--- config.mk ---
export PLATFORM = sky130hd
export DESIGN_NAME = temp_scan_ctrl
export DESIGN_NICKNAME = d
export VERILOG_FILES = /design/src/rtl/temp_scan_ctrl.sv
export SDC_FILE = /design/constraint.sdc
export NUM_CORES = 1
export LEC_CHECK = 0
export ABC_CLOCK_PERIOD_IN_PS = 2610
export BUFFER_PORTS_ARGS = -buffer_cell sky130_fd_sc_hd__buf_4
export CORE_MARGIN = 2
export CORE_UTILIZATION = 53
export CTS_CLUSTER_DIAMETER = 30
export DETAILED_ROUTE_END_ITERATION = 12
export PLACE_DENSITY = 0.79
export SLEW_MARGIN = 5
export SYNTH_ARGS = -nofsm -noshare
export SYNTH_HDL_FRONTEND = slang
export SYNTH_SLANG_ARGS = --single-unit
--- constraint.sdc ---
create_clock -name clk_i -period 2.61 [get_ports clk_i]
set_input_delay 0.261 -clock clk_i [delete_from_list [all_inputs] [get_ports clk_i]]
set_output_delay 0.261 -clock clk_i [all_outputs]
set_load 0.05 [all_outputs]
--- src/rtl/temp_scan_ctrl.sv ---
// temp_scan_ctrl: steps the shared temperature readout mux through the enabled
// sensors, lets the selected sensor settle, runs one conversion per sensor and
// writes each {dac, ticks} result (or all-ones fill on timeout) to a result bank.
module temp_scan_ctrl #(
    parameter int SETTLE_CYC  = 4,
    parameter int TIMEOUT_CYC = 1000
) (
    input  logic        clk_i,
    input  logic        rst_n_i,
    input  logic        en_i,
    input  logic        one_shot_i,
    input  logic [3:0]  sensor_mask_i,
    input  logic        conv_done_i,
    input  logic [11:0] temp_ticks_i,
    input  logic [5:0]  temp_dac_i,
    output logic [1:0]  temp_sel_o,
    output logic        conv_start_o,
    output logic        result_wr_o,
    output logic [1:0]  result_adr_o,
    output logic [17:0] result_dat_o,
    output logic        busy_o,
    output logic        scan_done_o,
    output logic [3:0]  timeout_o
);

    typedef enum logic [2:0] {
        IDLE,
        SETTLE,
        START,
        WAIT,
        STORE,
        NEXT
    } state_t;

    localparam logic [15:0] SETTLE_LAST  = 16'(SETTLE_CYC - 1);
    localparam logic [15:0] TIMEOUT_LAST = 16'(TIMEOUT_CYC - 1);

    state_t      state_q, state_d;
    logic [1:0]  idx_q, idx_d;
    logic [3:0]  mask_q, mask_d;
    logic [15:0] cnt_q, cnt_d;
    logic [17:0] data_q, data_d;
    logic [1:0]  adr_q, adr_d;
    logic [3:0]  timeout_q, timeout_d;
    logic [2:0]  next_hit;

    // Index of the lowest set bit (0 when the mask is empty).
    function automatic logic [1:0] lowest_bit(input logic [3:0] m);
        logic [1:0] r;
        r = 2'd0;
        for (int i = 3; i >= 0; i--) begin
            if (m[i]) r = i[1:0];
        end
        return r;
    endfunction

    // {found, index} of the lowest set bit strictly above cur.
    function automatic logic [2:0] next_above(input logic [3:0] m, input logic [1:0] cur);
        logic [2:0] r;
        r = 3'b000;
        for (int i = 3; i >= 0; i--) begin
            if (i > int'(cur) && m[i]) r = {1'b1, i[1:0]};
        end
        return r;
    endfunction

    assign next_hit     = next_above(mask_q, idx_q);
    assign temp_sel_o   = idx_q;
    assign result_adr_o = adr_q;
    assign result_dat_o = data_q;
    assign timeout_o    = timeout_q;
    assign busy_o       = (state_q != IDLE);

    // State, index, counter and result registers; reset aborts any pass in flight.
    always_ff @(posedge clk_i or negedge rst_n_i) begin
        if (!rst_n_i) begin
            state_q   <= IDLE;
            idx_q     <= 2'd0;
            mask_q    <= 4'd0;
            cnt_q     <= 16'd0;
            data_q    <= 18'd0;
            adr_q     <= 2'd0;
            timeout_q <= 4'd0;
        end else begin
            state_q   <= state_d;
            idx_q     <= idx_d;
            mask_q    <= mask_d;
            cnt_q     <= cnt_d;
            data_q    <= data_d;
            adr_q     <= adr_d;
            timeout_q <= timeout_d;
        end
    end

    // Next-state logic and the single-cycle strobes of the scan sequence.
    always_comb begin
        state_d      = state_q;
        idx_d        = idx_q;
        mask_d       = mask_q;
        cnt_d        = cnt_q;
        data_d       = data_q;
        adr_d        = adr_q;
        timeout_d    = timeout_q;
        conv_start_o = 1'b0;
        result_wr_o  = 1'b0;
        scan_done_o  = 1'b0;

        case (state_q)
            IDLE: begin
                if ((en_i || one_shot_i) && (sensor_mask_i != 4'd0)) begin
                    mask_d    = sensor_mask_i;
                    timeout_d = 4'd0;
                    idx_d     = lowest_bit(sensor_mask_i);
                    cnt_d     = 16'd0;
                    state_d   = SETTLE;
                end
            end
            SETTLE: begin
                if (cnt_q >= SETTLE_LAST) begin
                    cnt_d   = 16'd0;
                    state_d = START;
                end else begin
                    cnt_d = cnt_q + 16'd1;
                end
            end
            START: begin
                conv_start_o = 1'b1;
                cnt_d        = 16'd0;
                state_d      = WAIT;
            end
            WAIT: begin
                if (conv_done_i) begin
                    data_d  = {temp_dac_i, temp_ticks_i};
                    adr_d   = idx_q;
                    state_d = STORE;
                end else if (cnt_q >= TIMEOUT_LAST) begin
                    timeout_d[idx_q] = 1'b1;
                    data_d           = 18'h3FFFF;
                    adr_d            = idx_q;
                    state_d          = STORE;
                end else begin
                    cnt_d = cnt_q + 16'd1;
                end
            end
            STORE: begin
                result_wr_o = 1'b1;
                state_d     = NEXT;
            end
            NEXT: begin
                cnt_d = 16'd0;
                if (next_hit[2]) begin
                    idx_d   = next_hit[1:0];
                    state_d = SETTLE;
                end else begin
                    scan_done_o = 1'b1;
                    if (en_i) begin
                        mask_d    = sensor_mask_i;
                        timeout_d = 4'd0;
                        if (sensor_mask_i != 4'd0) begin
                            idx_d   = lowest_bit(sensor_mask_i);
                            state_d = SETTLE;
                        end else begin
                            state_d = IDLE;
                        end
                    end else begin
                        state_d = IDLE;
                    end
                end
            end
            default: state_d = IDLE;
        endcase
    end

endmodule
## Yosys cells after proc, flatten, opt, wreduce, memory -nomap -nowiden

Cells that the tools add are included.

- Input bits: 27
- Register bits: 49
- Logic and storage cells: 96
- Output and inout bits: 30

- $lt $le $gt $ge: 7
- Eq/ne operators: 15
- Bitwise operators: 1
- $add $sub $neg: 1
- Multiplexer cells: 45
- Reduce and logical (&&, ||, !) cells: 20

Operators by type and width:

| operator | number |
|---|---|
| 16-bit 2-to-1 mux | 4 |
| 16-bit one-hot mux with 4 select lines | 1 |
| 18-bit 2-to-1 mux | 2 |
| 4-bit 2-to-1 mux | 8 |
| 3-bit 2-to-1 mux | 9 |
| 2-bit 2-to-1 mux | 10 |
| 3-bit one-hot mux with 6 select lines | 1 |
| 16-bit by 1-bit adder with 16-bit output, second input constant | 1 |
| 16-bit by 10-bit greater-or-equal comparator with 1-bit output, second input constant | 1 |
| 16-bit by 2-bit greater-or-equal comparator with 1-bit output, second input constant | 1 |
| 2-bit inequality test, second input constant | 7 |
| 4-bit one-hot mux with 3 select lines | 1 |
| 4-bit AND reduction | 3 |
| 3-bit inequality test, second input constant | 3 |
| 4-bit one-hot mux with 2 select lines | 1 |
| 4-bit nonzero test | 2 |
| 3-bit by 2-bit equality test with 1-bit output, second input constant | 2 |
| 3-bit equality test, second input constant | 2 |
| 1-bit 2-to-1 mux | 6 |
| 6-bit AND reduction | 1 |
| 3-bit nonzero test | 2 |
| 1-bit logical AND | 5 |
| 2-bit > comparator, first input constant | 2 |
| 4-bit bitwise OR | 1 |
| other kinds (12) | 13 |

## Longest topological paths before layout

- Depth after elaboration: 8
- Gate-level depth with buffers: 7
- Mapped depth without buffers: 6

## Least setup slack after synthesis

OpenSTA, ideal clock, no wires.

- Kind: reg-to-reg
- Start point: register cnt_q[0]
- End point: register cnt_q[3]
- Clock period less this slack: 2164 ps
- Buffers on the path: 1
- Data arrival time: 2038 ps
- Cell stages (with the launch flop): 8
- Setup slack: 446 ps
- Required time: 2484 ps
- Setup time: 126 ps
- Cell sequence: dfrtp_1 -> ha_1 -> a211oi_1 -> nor4b_2 -> o31a_1 -> or2_1 -> buf_6 -> a221o_1

- Cells in the longest elaborated chain, start to end: 4
- Elaborated cells between the ends (all ways): 9
- Classes of those cells: 1 x add/sub; 2 x order compare; 1 x eq/ne; 4 x mux; 1 x reduce/logical

RTL lines:

| item | RTL line | RTL |
|---|---|---|
| start, declared | 41 | `logic [15:0] cnt_q, cnt_d;` |
| start signal, assigned | 88 | `cnt_q <= cnt_d;` |
| 16-bit by 1-bit adder with 16-bit output | 123, 142 |  |
| 16-bit 2-to-1 mux | 136 | `end else if (cnt_q >= TIMEOUT_LAST) begin` |
| 16-bit 2-to-1 mux | 132 | `if (conv_done_i) begin` |
| 16-bit one-hot mux with 4 select lines | 108 | `case (state_q)` |

Several ways; a longest one is shown, not always the timed one. The select of a mux whose other input is x is not followed.
A chain may end at the register's enable or synchronous reset.

## Worst setup path after layout

- Start point: register cnt_q[0]
- End point: register cnt_q[5]

The elaborated chain is that of the path after synthesis.

==> flow_metrics.py <==
metrics = {
    "layout": {
        "finalNetCount": 301,
        "antenna_cells": 0,
        "final.fill_count": 342,
        "most_common_cell_after_layout_fill_and_taps_aside": "sky130_fd_sc_hd__buf_4",
        "layout_common_cells": "sky130_fd_sc_hd__buf_4 (59), sky130_fd_sc_hd__dfrtp_1 (48), sky130_fd_sc_hd__o22a_1 (18)",
        "postLayoutCoreUtil": 0.7012,
        "share_of_cells_above_drive_strength_1": 0.2920,
        "flow.area_growth_from_synthesis_pct": 24.32,
    },
    "grt": {
        "grt_antenna_before_repair": 0,
        "grt_most_used_layer": "met2",
        "grt-ovfl-total": 0,
        "use_met2": 0.3196,
        "maximum_number_of_pins_on_one_net_before_global_route_repair": 49,
        "grt_first_pass_wirelength_um": 8128,
        "grt_util_all_layers": 0.2040,
        "global_route.usage.met1": 0.2784,
        "first_global_vias": 1749,
        "globalRouteMet3Util": 0.06349,
    },
    "timing": {
        "timing.slew.headroom": 0.5818,
        "grt_setup_unrepaired": "no",
        "tightest_slew_ns": 0.6257,
        "fmaxAchievable_mhz": 447.5,
        "finalCritPeriodShare": 0.8561,
        "min_period_ns": 2.234,
        "timing.final.setup_violations": 0,
        "finalMaxSlewViolations": 0,
        "timing.setup.tns_ns": 0,
        "finalHoldViolations": 0,
        "fin_skew_ns": 0.007563,
    },
    "routing": {
        "detail_route.iter0.violations": 105,
        "drt_pre_antenna_iters": 6,
        "detail_route.wl_per_cell_um": 14.93,
        "detail_route.vias_per_cell": 5.802,
        "drcViolationCount": 0,
        "drt_wl_total_um": 4836,
        "num_vias": 1880,
        "ant_nets": 0,
    },
    "worst_setup_path": {
        "path_buf_inv": 0,
        "cp_slowest_stage_delay_ns": 0.41,
        "cp_max_fo": 9,
        "crit_arrival_ns": 2.41,
        "cp.required_ns": 2.79,
        "start_kind": "register",
        "critPathKind": "register to register",
        "timing.critical_path.max_delay_family": "compound AO/OA/AOI/OAI gates",
        "critical_path.cell_chain": "ha_1, a211oi_1, nor4b_2, o31a_1, or2_1, a221o_1",
        "critPathSlowestCell": "sky130_fd_sc_hd__dfrtp_1",
        "worstSetupEndpointType": "register",
    },
    "floorplanning": {
        "io-pin-count": 57,
        "start_util": 0.5640,
        "die_area_mm2": 0.004892,
        "floorplan.die.height_um": 69.95,
        "num_rows": 23,
        "core_area_mm2": 0.004086,
        "dieWidth_um": 69.95,
    },
    "yosys": {
        "synth.yosys.seq_area_share": 0.5212,
        "ys.warnings.count": 0,
        "synth_cells": 216,
        "syn-cell-area_mm2": 0.002305,
        "synth_async_sr_flop_share": 1.000,
        "syn_nets": 244,
        "number_of_synthesized_flops_with_an_enable_pin": 0,
        "yosys_register_bits": 48,
        "yosysTopAreaCell": "sky130_fd_sc_hd__dfrtp_1",
        "post_synth_main_area_contributors": "sky130_fd_sc_hd__dfrtp_1 (52%), sky130_fd_sc_hd__o22a_1 (6.8%), sky130_fd_sc_hd__mux2_2 (3.4%)",
        "yosysUniqueCellTypes": 44,
        "synth_ff_type": "sky130_fd_sc_hd__dfrtp_1",
        "postSynthAreaPerCell_um2": 10.67,
        "post-synth-top-area-fraction": 0.5212,
    },
    "min_path": {
        "hold_path_class": "input port to register",
    },
    "cts": {
        "tritoncts": "done",
        "worstSkewPairLatency_ns": 0.30,
        "clk_pin_slew_ns": 0.08,
        "clock_path_buffers": 2,
        "clock_sink_count": 48,
        "post_cts_resize_count": 0,
        "clock_tree.root_cell": "sky130_fd_sc_hd__clkbuf_8",
        "htree_num_levels": 2,
        "cts_inserted_buffers": 5,
    },
    "power": {
        "leakagePower_nw": 1.359,
        "power_density_mw_per_mm2": 1255,
        "post_route_total_power_mw": 3.596,
        "worst_vdd_drop_mv": 0.8375,
    },
    "job": {
        "max_cap_violations": 0,
    },
    "place": {
        "post_detailed_placement_half_perimeter_wirelength_um": 3506,
        "portBuffers": 56,
        "gp_congestion": 0.7976,
    },
    "outcome": {
        "outcome": "finished clean",
    },
}
state kept, by name (all words and copies together), names as in the netlist:
| register | flops |
|---|---|
| timeout_o | 4 |
| state_q | 3 |
| result_adr_o | 2 |
| mask_q | 3 |
| temp_sel_o | 2 |
| result_dat_o | 18 |
| cnt_q | 16 |
synth_stat cells (2+ instances only):
master                      n
sky130_fd_sc_hd__mux2_2     7
sky130_fd_sc_hd__and2_1     8
sky130_fd_sc_hd__nand3_1    5
sky130_fd_sc_hd__inv_1      3
sky130_fd_sc_hd__o21bai_1   2
sky130_fd_sc_hd__clkbuf_1   7
sky130_fd_sc_hd__nor2_1    17
sky130_fd_sc_hd__a211oi_1   2
sky130_fd_sc_hd__nand3b_1   2
sky130_fd_sc_hd__nand2b_1   6
sky130_fd_sc_hd__a221o_1    5
sky130_fd_sc_hd__and3_1     9
sky130_fd_sc_hd__a21oi_1    3
sky130_fd_sc_hd__or2_2      5
sky130_fd_sc_hd__nor4_1     6
sky130_fd_sc_hd__a32o_1     4
sky130_fd_sc_hd__o31ai_1    2
sky130_fd_sc_hd__a21o_1     2
sky130_fd_sc_hd__o21ai_0    7
sky130_fd_sc_hd__o21a_1     3
sky130_fd_sc_hd__dfrtp_1   48
sky130_fd_sc_hd__nand2_1   14
sky130_fd_sc_hd__o22a_1    18
sky130_fd_sc_hd__nor3_1     4
sky130_fd_sc_hd__buf_2      2
sky130_fd_sc_hd__nor3b_1    5
sky130_fd_sc_hd__nor2b_1    3
report_power, final:
| group | internal [mW] | switching (mW) | total (mW) |
|---|---|---|---|
| Combinational | 0.696 | 1.29 | 1.98 |
| Clock | 0.211 | 0.230 | 0.442 |
| Sequential | 0.976 | 0.197 | 1.17 |
| Total | 1.88 | 1.71 | 3.60 |
routing by layer:
metal | share of wire | routed length [µm]
met5 | 0 | 0
met4 | 0.0093 | 45
met3 | 0.066 | 318
met2 | 0.45 | 2197
met1 | 0.47 | 2274
timing repair:
action	4_1_cts	5_1_grt
hold buffers	1	0
hold endpoints to repair	48	0
setup buffers	0	0
stage by stage:
stage / instance area, µm² / setup WS (ns) / std cells / hold WS, ns
after floorplan: 2305 / 0.4461 / 216 / -0.03459
after CTS: 2865 / 0.3825 / 324 / 0.1855
final: 2865 / 0.3755 / 324 / 0.1905
after global routing: 2865 / 0.3026 / 324 / 0.1765
after global placement: 2763 / 0.4389 / 315 / 0.3104
after detailed placement: 2763 / 0.3975 / 315 / 0.3125
cell type report:
cell class	instances	area (µm²)	share of cell area
Clock inverter	2	10.01	0.003493
Timing Repair Buffer	60	452.9	0.1581
Clock buffer	6	82.58	0.02882
Sequential cell	48	1201	0.4192
Tap cell	50	62.56	0.02183
Multi-Input combinational cell	155	1045	0.3646
Inverter	3	11.26	0.003930
worst paths after layout:
| check | start | to | slack [ns] | cells after the start |
|---|---|---|---|---|
| worst max-delay path | cnt_q[0]$_DFFE_PN0P_ | cnt_q[5]$_DFFE_PN0P_ | 0.38 | 6 |
| max in group asynchronous | rst_n_i | cnt_q[0]$_DFFE_PN0P_ | 1.70 | 2 |
| worst min register to register | result_dat_o[17]$_DFFE_PN0P_ | result_dat_o[17]$_DFFE_PN0P_ | 0.49 | 1 |
| worst min-delay path | temp_ticks_i[4] | result_dat_o[4]$_DFFE_PN0P_ | 0.19 | 2 |
| min in group asynchronous | rst_n_i | cnt_q[13]$_DFFE_PN0P_ | 0.51 | 2 |
| worst max register to register | cnt_q[0]$_DFFE_PN0P_ | cnt_q[5]$_DFFE_PN0P_ | 0.38 | 6 |
cells by family after synthesis:
group | after synthesis | share of synthesized area
adder cells (fa/ha/maj) | 1 | 0.005428
AO/OA/AOI/OAI | 56 | 0.1943
buffers and inverters | 13 | 0.02552
AND/OR/NAND/NOR | 91 | 0.2193
multiplexers | 7 | 0.03420
flip-flops | 48 | 0.5212
No activity file was read; power rests on OpenSTA's default activity.
